--- src/rtl/palette_arb.sv ---
// Palette RAM sequencer: fill > copper > host write arbitration and video/host read sharing.
// Define PALETTE_READBACK_EN to enable host readback through the shared read port.
module palette_arb (
    input  logic        clk,
    input  logic        reset_i,
    input  logic        vid_blank_i,
    input  logic        vid_rd_en_i,
    input  logic [7:0]  vid_rd_addr_i,
    input  logic        cop_req_i,
    input  logic [7:0]  cop_addr_i,
    input  logic [15:0] cop_data_i,
    output logic        cop_ack_o,
    input  logic        host_req_i,
    input  logic [7:0]  host_addr_i,
    input  logic [15:0] host_data_i,
    output logic        host_ack_o,
    input  logic        host_rd_req_i,
    input  logic [7:0]  host_rd_addr_i,
    output logic        host_rd_ack_o,
    output logic [15:0] host_rd_data_o,
    input  logic        fill_req_i,
    input  logic [15:0] fill_data_i,
    output logic        fill_busy_o,
    output logic        pal_wr_en_o,
    output logic [7:0]  pal_wr_addr_o,
    output logic [15:0] pal_wr_data_o,
    output logic        pal_rd_en_o,
    output logic [7:0]  pal_rd_addr_o,
    input  logic [15:0] pal_rd_data_i
);

    typedef enum logic {IDLE, FILL} fill_st_t;

    fill_st_t    fill_st;
    logic [7:0]  fill_cnt;
    logic [15:0] fill_data;
    logic        fill_go;
    logic        cop_go;
    logic        host_go;

    // One-hot grant; a requester whose ack is high this cycle is masked.
    always_comb begin
        fill_go = 1'b0;
        cop_go  = 1'b0;
        host_go = 1'b0;
        if (fill_st == IDLE) begin
            fill_go = fill_req_i;
            cop_go  = !fill_req_i && cop_req_i && !cop_ack_o;
            host_go = !fill_req_i && !cop_go && host_req_i && !host_ack_o;
        end
    end

    assign fill_busy_o = (fill_st == FILL);

    always_ff @(posedge clk) begin
        if (reset_i) begin
            fill_st       <= IDLE;
            fill_cnt      <= '0;
            fill_data     <= '0;
            pal_wr_en_o   <= 1'b0;
            pal_wr_addr_o <= '0;
            pal_wr_data_o <= '0;
            cop_ack_o     <= 1'b0;
            host_ack_o    <= 1'b0;
        end else begin
            pal_wr_en_o <= 1'b0;
            cop_ack_o   <= 1'b0;
            host_ack_o  <= 1'b0;
            if (fill_st == FILL) begin
                if (fill_cnt == 8'hFF) begin
                    fill_st  <= IDLE;
                    fill_cnt <= '0;
                end else begin
                    fill_cnt      <= fill_cnt + 8'd1;
                    pal_wr_en_o   <= 1'b1;
                    pal_wr_addr_o <= fill_cnt + 8'd1;
                    pal_wr_data_o <= fill_data;
                end
            end else begin
                unique case (1'b1)
                    fill_go: begin
                        fill_st       <= FILL;
                        fill_cnt      <= '0;
                        fill_data     <= fill_data_i;
                        pal_wr_en_o   <= 1'b1;
                        pal_wr_addr_o <= '0;
                        pal_wr_data_o <= fill_data_i;
                    end
                    cop_go: begin
                        pal_wr_en_o   <= 1'b1;
                        pal_wr_addr_o <= cop_addr_i;
                        pal_wr_data_o <= cop_data_i;
                        cop_ack_o     <= 1'b1;
                    end
                    host_go: begin
                        pal_wr_en_o   <= 1'b1;
                        pal_wr_addr_o <= host_addr_i;
                        pal_wr_data_o <= host_data_i;
                        host_ack_o    <= 1'b1;
                    end
                    default: ;
                endcase
            end
        end
    end

`ifdef PALETTE_READBACK_EN
    typedef enum logic [1:0] {RD_IDLE, RD_ISSUE, RD_WAIT} rd_st_t;

    rd_st_t      rd_st;
    logic [7:0]  rd_addr;
    logic [15:0] rd_hold;
    logic        rd_issue;

    // Host only owns the read port while blanking persists through the issue cycle.
    assign rd_issue       = (rd_st == RD_ISSUE) && vid_blank_i;
    assign pal_rd_en_o    = rd_issue || vid_rd_en_i;
    assign pal_rd_addr_o  = rd_issue ? rd_addr : vid_rd_addr_i;
    assign host_rd_ack_o  = (rd_st == RD_WAIT);
    assign host_rd_data_o = host_rd_ack_o ? pal_rd_data_i : rd_hold;

    always_ff @(posedge clk) begin
        if (reset_i) begin
            rd_st   <= RD_IDLE;
            rd_addr <= '0;
            rd_hold <= '0;
        end else begin
            unique case (rd_st)
                RD_IDLE: begin
                    if (host_rd_req_i && vid_blank_i && !host_rd_ack_o) begin
                        rd_addr <= host_rd_addr_i;
                        rd_st   <= RD_ISSUE;
                    end
                end
                RD_ISSUE: rd_st <= vid_blank_i ? RD_WAIT : RD_IDLE;
                RD_WAIT: begin
                    rd_hold <= pal_rd_data_i;
                    rd_st   <= RD_IDLE;
                end
                default: rd_st <= RD_IDLE;
            endcase
        end
    end
`else
    logic rd_s1;
    logic unused_rd;

    assign pal_rd_en_o    = vid_rd_en_i;
    assign pal_rd_addr_o  = vid_rd_addr_i;
    assign host_rd_data_o = '0;
    assign unused_rd      = ^{pal_rd_data_i, host_rd_addr_i, vid_blank_i};

    // Dummy two-cycle acknowledge so a host read never stalls.
    always_ff @(posedge clk) begin
        if (reset_i) begin
            rd_s1         <= 1'b0;
            host_rd_ack_o <= 1'b0;
        end else begin
            rd_s1         <= host_rd_req_i && !rd_s1 && !host_rd_ack_o;
            host_rd_ack_o <= rd_s1;
        end
    end
`endif

endmodule

--- config.mk ---
export PLATFORM = sky130hd
export DESIGN_NAME = palette_arb
export DESIGN_NICKNAME = d
export VERILOG_FILES = /design/src/rtl/palette_arb.sv
export SDC_FILE = /design/constraint.sdc
export NUM_CORES = 1
export LEC_CHECK = 0
export BUFFER_PORTS_ARGS = -buffer_cell sky130_fd_sc_hd__clkbuf_2
export CAP_MARGIN = 20
export CORE_MARGIN = 2
export CORE_UTILIZATION = 30
export DETAILED_ROUTE_END_ITERATION = 7
export HOLD_SLACK_MARGIN = 0.06
export PLACE_DENSITY_LB_ADDON = 0.08
export SLEW_MARGIN = 30
export SYNTH_ARGS = -nofsm -noshare
export SYNTH_HDL_FRONTEND = slang
export SYNTH_SLANG_ARGS = --single-unit
--- constraint.sdc ---
create_clock -name clk -period 4.3 [get_ports clk]
set_clock_uncertainty 0.05 [all_clocks]
set_input_delay 0.645 -clock clk [delete_from_list [all_inputs] [get_ports clk]]
set_output_delay 0.645 -clock clk [all_outputs]
set_load 0.01 [all_outputs]
==> impl_metrics.tcl, run 1 <==
set metrics [dict create \
    run_status "completed" \
    core_um2 9330 \
    cell_pwr_density_nw_per_um2 310 \
    yosys_register_bits 54 \
    grt_overflow_total 0 \
    arrival_ps 2580 \
    cts-buffers-inserted 5 \
    r2r_slack_ps 2080 \
    cts-hold-fix-buffers 0 \
    pin_count 158 \
    initial_cell_density_of_the_core_pct 31.2 \
    die_wd_um 102 \
    timing_worst_slew_pin_value_ps 793 \
    tritoncts "built" \
    hold_vio_cnt_final 0 \
    drive_above_1_share_pct 31.1 \
    finalSetupViolCount 0 \
    worst_hold_path.num_cells 1 \
    seq_area_frac_synth_pct 37.2 \
    final_min_period_over_clock_period_pct 57.3 \
    grt_start_max_net_pins 53 \
    gp_congestion 0.778 \
    ctsHtreeMaxLevel 2 \
    cts_resized 0 \
    synth.distinct_cells 50 \
    endpoint_of_the_worst_hold_path "rd_s1$_SDFF_PP0_" \
    drt_iter0_drc 131 \
    post_drt_wl_per_cell_um 16.3 \
    placement.io_buffers 98 \
    rr_worst_depth 5 \
    dpl_cells 529 \
    number_of_global_route_vias_before_repair 2674 \
    finalMaxSlewViolations 0 \
    synth_edf_count 0 \
    synth_area_um2 2910 \
    worst-endpoint-required_ps 4420 \
    drt_first_pass_iters 4 \
    layout.cells.non_filler 537 \
    worstReg2RegStart "fill_busy_o$_SDFF_PP0_" \
    postSynth.asyncResetShare_pct 0 \
    drv.max_cap_violation_count 0 \
    dp_hpwl_um 5920 \
    antenna_violating_nets_post_route 0 \
    min-delay-start "rd_s1$_SDFF_PP0_" \
    timing.setup.critical_path_class "in -> reg" \
    global_route_wire_length_before_repair_um 13500 \
    clock_insertion_delay_worst_skew_ps 320 \
    clk_pin_slew_ps 100 \
    number_of_antenna_violations_at_the_first_check_in_global_routing 0 \
    max_freq_ghz 0.406 \
    setup_repair_after_global_routing_missed_its_margin "no" \
    die_outline_area_um2 10500 \
    num_antenna_cells 0 \
    slew_headroom_pct 46.9 \
    worstSetupStartpointType "input port" \
    leakage_nw 1.49 \
    finish.net_count 512 \
    totalWireLength_um 8760 \
    clk_path_buf_depth 2 \
    rr_endpoint "pal_wr_addr_o[6]$_SDFFE_PP0P_" \
    worst-path-max-fanout 14 \
    synthToLayoutAreaGrowth_pct 17.5 \
    globalRouteTotalUtil_pct 16.7 \
    syn_avg_cell_area_um2 8.65 \
    detail_route.drc_violations 0 \
    die_h_um 102 \
    synth.yosys.warnings 0 \
    totalNegativeSetupSlack_ps 0 \
    fin_ws_ps 1830 \
    placement.setup.worst_slack_ps 1490 \
    finalCriticalPeriod_ps 2470 \
    hold_path.class "reg -> reg" \
    ir_worst_vdd_mv 0.123 \
    rows 35 \
    worst_setup_path_end_kind "register" \
    tritoncts_num_sinks 54 \
    number_of_instances_in_the_synthesized_netlist 336 \
    ys_dominant_reg_cell "sky130_fd_sc_hd__dfxtp_1" \
    timing.hold.ws_ps 386 \
    post-cts-setup-buffers 0 \
    detail_route.vias_per_cell 5.15 \
    dr_total_vias 2763 \
    clock-root-buffer "sky130_fd_sc_hd__clkbuf_8" \
]
==> worst max-delay path, stage by stage <==
cell and delay [ps]:
sky130_fd_sc_hd__clkbuf_2 170, sky130_fd_sc_hd__nor2_1 620, sky130_fd_sc_hd__nand3_1 530, sky130_fd_sc_hd__buf_4 370, sky130_fd_sc_hd__a21oi_1 190, sky130_fd_sc_hd__a311oi_2 60
==> flip-flops by register name (all words and copies together) (netlist names) <==
name and cells:
fill_busy_o 1, pal_wr_en_o 1, host_rd_ack_o 1, host_ack_o 1, cop_ack_o 1, fill_data 16, fill_cnt 8, pal_wr_addr_o 8
rd_s1 1, pal_wr_data_o 16
==> Yosys cell counts (all sizes together), types with 2 or more instances <==
library cell | count | area, um^2
or4 | 2 | 22.5
nor3 | 4 | 30.0
nor4b | 2 | 17.5
o2111ai | 16 | 140
a211oi | 4 | 30.0
o21ai | 2 | 10.0
nor2 | 6 | 25.0
and3 | 5 | 32.5
nand2 | 40 | 150
a221oi | 16 | 140
xnor2 | 2 | 17.5
a222oi | 4 | 40.0
o32ai | 16 | 140
inv | 19 | 71.3
and2 | 2 | 12.5
a22oi | 4 | 30.0
a31oi | 2 | 12.5
nand4 | 2 | 18.8
buf | 39 | 285
nand3 | 7 | 35.0
nand2b | 2 | 27.5
nor3b | 2 | 20.0
a21o | 16 | 120
clkbuf | 16 | 60.1
dfxtp | 54 | 1080
a21oi | 31 | 155
a311oi | 4 | 47.6
nor2b | 4 | 25.0
==> power by group <==
part / total (W) / switching [W] / internal (W)
Clock: 0.000297 / 0.000182 / 0.000115
Combinational: 0.000213 / 0.000123 / 0.0000894
Sequential: 0.000548 / 0.0000161 / 0.000532
Total: 0.00106 / 0.000321 / 0.000736
==> stage by stage <==
stage          utilization, %  power (W)  area, um^2
6_report                 36.6    0.00106        3410
2_1_floorplan               -   0.000708        2960
3_3_place_gp             35.5   0.000773        3310
5_1_grt                  36.6    0.00112        3410
3_5_place_dp             35.6   0.000774        3320
4_1_cts                  36.6    0.00107        3410
==> final cells by class <==
class | instances | area [um^2]
fillers | 1012 | 5910
clock inverters | 3 | 21.3
well taps | 129 | 161
clock buffers | 5 | 68.8
inverters | 20 | 75.1
flip-flops and latches | 54 | 1080
multi-input cells | 222 | 1470
repair buffers | 104 | 536
==> per-layer routing <==
metal | wire length [um] | up-vias | share of wire [%] | global-route usage, %
li1 | - | 1369 | - | -
met1 | 3970 | 1314 | 45 | 20.9
met2 | 4320 | 73 | 49 | 29.8
met3 | 398 | 7 | 4.5 | 2.87
met4 | 72 | 0 | 0.82 | 4.00
met5 | 0 | - | 0 | 0
==> cell families (layout without fill, tap and decap cells) <==
kind of cell	count (synthesis)	in the layout	synth area share (%)
AOI/OAI and AO/OA	121	121	31.7
adders and majority gates	1	1	0.430
DFF	54	54	37.2
buffers and inverters	75	132	14.5
other	1	16	0.129
and+or+nand+nor	81	81	15.2
xor gates and xnor gates	3	3	0.904
==> worst max path at each step <==
stage | startpoint | to | slack [ps] | cells past startpoint
floorplan | fill_req_i | pal_wr_data_o[10]$_SDFFE_PP0P_ | 2470 | 5
global placement | fill_req_i | pal_wr_addr_o[6]$_SDFFE_PP0P_ | 1440 | 6
detailed placement | fill_req_i | pal_wr_addr_o[6]$_SDFFE_PP0P_ | 1490 | 6
CTS | fill_req_i | pal_wr_addr_o[6]$_SDFFE_PP0P_ | 1830 | 6
global route | fill_req_i | pal_wr_addr_o[6]$_SDFFE_PP0P_ | 1630 | 6
finish | fill_req_i | pal_wr_addr_o[6]$_SDFFE_PP0P_ | 1830 | 6
==> placed cells by master, fill, tap and decap left out, types with 2 or more instances in the layout <==
| cell type | n |
|---|---|
| sky130_fd_sc_hd__a21oi_1 | 31 |
| sky130_fd_sc_hd__and3_1 | 4 |
| sky130_fd_sc_hd__a211oi_1 | 4 |
| sky130_fd_sc_hd__or4_4 | 2 |
| sky130_fd_sc_hd__nand2b_4 | 2 |
| sky130_fd_sc_hd__nor4b_1 | 2 |
| sky130_fd_sc_hd__buf_4 | 6 |
| sky130_fd_sc_hd__a21o_1 | 16 |
| sky130_fd_sc_hd__a311oi_1 | 2 |
| sky130_fd_sc_hd__nor3_2 | 2 |
| sky130_fd_sc_hd__nand2_1 | 40 |
| sky130_fd_sc_hd__a31oi_1 | 2 |
| sky130_fd_sc_hd__nor2b_1 | 4 |
| sky130_fd_sc_hd__clkbuf_2 | 98 |
| sky130_fd_sc_hd__a311oi_2 | 2 |
| sky130_fd_sc_hd__a22oi_1 | 4 |
| sky130_fd_sc_hd__o32ai_1 | 16 |
| sky130_fd_sc_hd__o2111ai_1 | 16 |
| sky130_fd_sc_hd__dfxtp_1 | 54 |
| sky130_fd_sc_hd__inv_1 | 18 |
| sky130_fd_sc_hd__a222oi_1 | 4 |
| sky130_fd_sc_hd__clkbuf_8 | 5 |
| sky130_fd_sc_hd__o21ai_0 | 2 |
| sky130_fd_sc_hd__xnor2_1 | 2 |
| sky130_fd_sc_hd__and2_1 | 2 |
| sky130_fd_sc_hd__nand3_1 | 6 |
| sky130_fd_sc_hd__conb_1 | 16 |
| sky130_fd_sc_hd__nor3_1 | 2 |
| sky130_fd_sc_hd__nor2_1 | 5 |
| sky130_fd_sc_hd__a221oi_1 | 16 |
No activity file was read; power rests on OpenSTA's default activity.
==> inputs of run 2 (changes only) <==
==> constraint.sdc (replaced) <==
create_clock -name clk -period 2.6 [get_ports clk]
set_clock_uncertainty 0.05 [all_clocks]
set_input_delay 0.39 -clock clk [delete_from_list [all_inputs] [get_ports clk]]
set_output_delay 0.39 -clock clk [all_outputs]
set_load 0.01 [all_outputs]
==> impl_metrics.tcl, run 2 (synthesis gave the netlist of run 1 again) <==
set metrics [dict create \
    run_status "completed" \
    tritoncts_num_sinks 54 \
    cell_pwr_density_nw_per_um2 528 \
    timing_worst_slew_pin_value_ps 793 \
    detail_route.vias_per_cell 5.07 \
    rows 35 \
    synthToLayoutAreaGrowth_pct 19.5 \
    finalSetupViolCount 0 \
    cts_resized 0 \
    number_of_antenna_violations_at_the_first_check_in_global_routing 0 \
    worst-endpoint-required_ps 2780 \
    layout_common_cells "sky130_fd_sc_hd__clkbuf_2 (98), sky130_fd_sc_hd__dfxtp_1 (54), sky130_fd_sc_hd__nand2_1 (40)" \
    power.net_switching_w 0.000514 \
    core_um2 9330 \
    worstSetupStartpointType "register" \
    hold_vio_cnt_final 0 \
    die_wd_um 102 \
    post_drt_wl_per_cell_um 15.9 \
    drt_iter0_drc 76 \
    worst-path-max-fanout 30 \
    pin_count 158 \
    grt_overflow_total 0 \
    leakage_nw 1.52 \
    arrival_ps 2280 \
    slew_headroom_pct 47.1 \
    antenna_violating_nets_post_route 0 \
    number_of_global_route_vias_before_repair 2585 \
    power.internal_w 0.00132 \
    finalInstanceArea_um2 3470 \
    cts-buffers-inserted 5 \
    finalCriticalPeriod_ps 2110 \
    final_min_period_over_clock_period_pct 81.1 \
    clk_path_buf_depth 2 \
    dp_hpwl_um 5880 \
    grt_start_max_net_pins 52 \
    switching_part_of_the_total_power_pct 28.1 \
    max_freq_ghz 0.474 \
    finalMaxSlewViolations 0 \
    setup_repair_after_global_routing_missed_its_margin "no" \
    power.share.clock_pct 31.2 \
    ir_worst_vdd_mv 0.229 \
    seq_power_share_pct 49.5 \
    largest_registers "fill_data (16), pal_wr_data_o (16)" \
    ctsHtreeMaxLevel 2 \
    finish.net_count 516 \
    timing.hold.ws_ps 260 \
    layout_commonest_cell "sky130_fd_sc_hd__clkbuf_2" \
    place_area_um2 3360 \
    totalNegativeSetupSlack_ps 0 \
    worst_setup_path_end_kind "register" \
    rr_worst_depth 5 \
    totalWireLength_um 8600 \
    globalRouteTotalUtil_pct 16.5 \
    placement.io_buffers 98 \
    hold_path.class "in -> reg" \
    clock-root-buffer "sky130_fd_sc_hd__clkbuf_8" \
    placement.setup.worst_slack_ps 493 \
    clock_insertion_delay_worst_skew_ps 310 \
    drive_above_1_share_pct 31.3 \
    drt_first_pass_iters 4 \
    worst_hold_path.num_cells 3 \
    die_outline_area_um2 10500 \
    fin_ws_ps 492 \
    drv.max_cap_violation_count 0 \
    die_h_um 102 \
    detail_route.drc_violations 0 \
    r2r_slack_ps 490 \
    timing.setup.critical_path_class "reg -> reg" \
    num_antenna_cells 0 \
    gp_congestion 0.808 \
    initial_cell_density_of_the_core_pct 31.2 \
    power_frac_comb_pct 19.3 \
    post-cts-setup-buffers 0 \
    cts-hold-fix-buffers 0 \
    tritoncts "built" \
    clk_pin_slew_ps 100 \
    dr_total_vias 2745 \
    global_route_wire_length_before_repair_um 13400 \
]
run 2: cell type report:
class | count | area (um^2)
fillers | 1019 | 5860
multi-input cells | 222 | 1480
inverters | 20 | 75.1
clock inverters | 2 | 37.5
well taps | 129 | 161
clock buffers | 6 | 72.6
repair buffers | 108 | 566
flip-flops and latches | 54 | 1080
run 2: power by group through the flow:
stage                     Sequential [W]  Clock [W]  Combinational, W
final                           0.000907   0.000571          0.000354
after global routing            0.000914   0.000629          0.000395
after detailed placement        0.000927          0          0.000359
after CTS                       0.000908   0.000596          0.000360
after floorplan                 0.000940          0          0.000231
after global placement          0.000925          0          0.000355
run 2: metal layers:
layer	wire length, um	up-vias	part of all wire [%]	track usage (%)
met4	38	0	0.44	3.28
met1	3960	1295	46	21.2
met5	0	-	0	0
li1	-	1369	-	-
met3	433	2	5.0	2.80
met2	4170	79	49	29.1
run 2: worst paths after layout:
check                                            start                            end
worst max-delay path            fill_busy_o$_SDFF_PP0_  pal_wr_addr_o[6]$_SDFFE_PP0P_
worst min-delay path                   fill_data_i[10]     fill_data[10]$_SDFFE_PP0P_
worst max register to register  fill_busy_o$_SDFF_PP0_  pal_wr_addr_o[6]$_SDFFE_PP0P_
worst min register to register        rd_s1$_SDFF_PP0_               rd_s1$_SDFF_PP0_
run 2: through the flow:
step           instances  total power, W  utilization (%)
6_report             541         0.00183             37.2
5_1_grt              541         0.00194             37.2
4_1_cts              541         0.00186             37.2
3_5_place_dp         533         0.00129             36.0
3_3_place_gp         533         0.00128             35.9
2_1_floorplan        351         0.00117                -
run 2: worst max-delay path: stages, from the launching register on:
cell                       delay, ps
sky130_fd_sc_hd__dfxtp_1         390
sky130_fd_sc_hd__buf_4           370
sky130_fd_sc_hd__inv_2           270
sky130_fd_sc_hd__or4_4           570
sky130_fd_sc_hd__nor2b_1         160
sky130_fd_sc_hd__a311oi_2        220
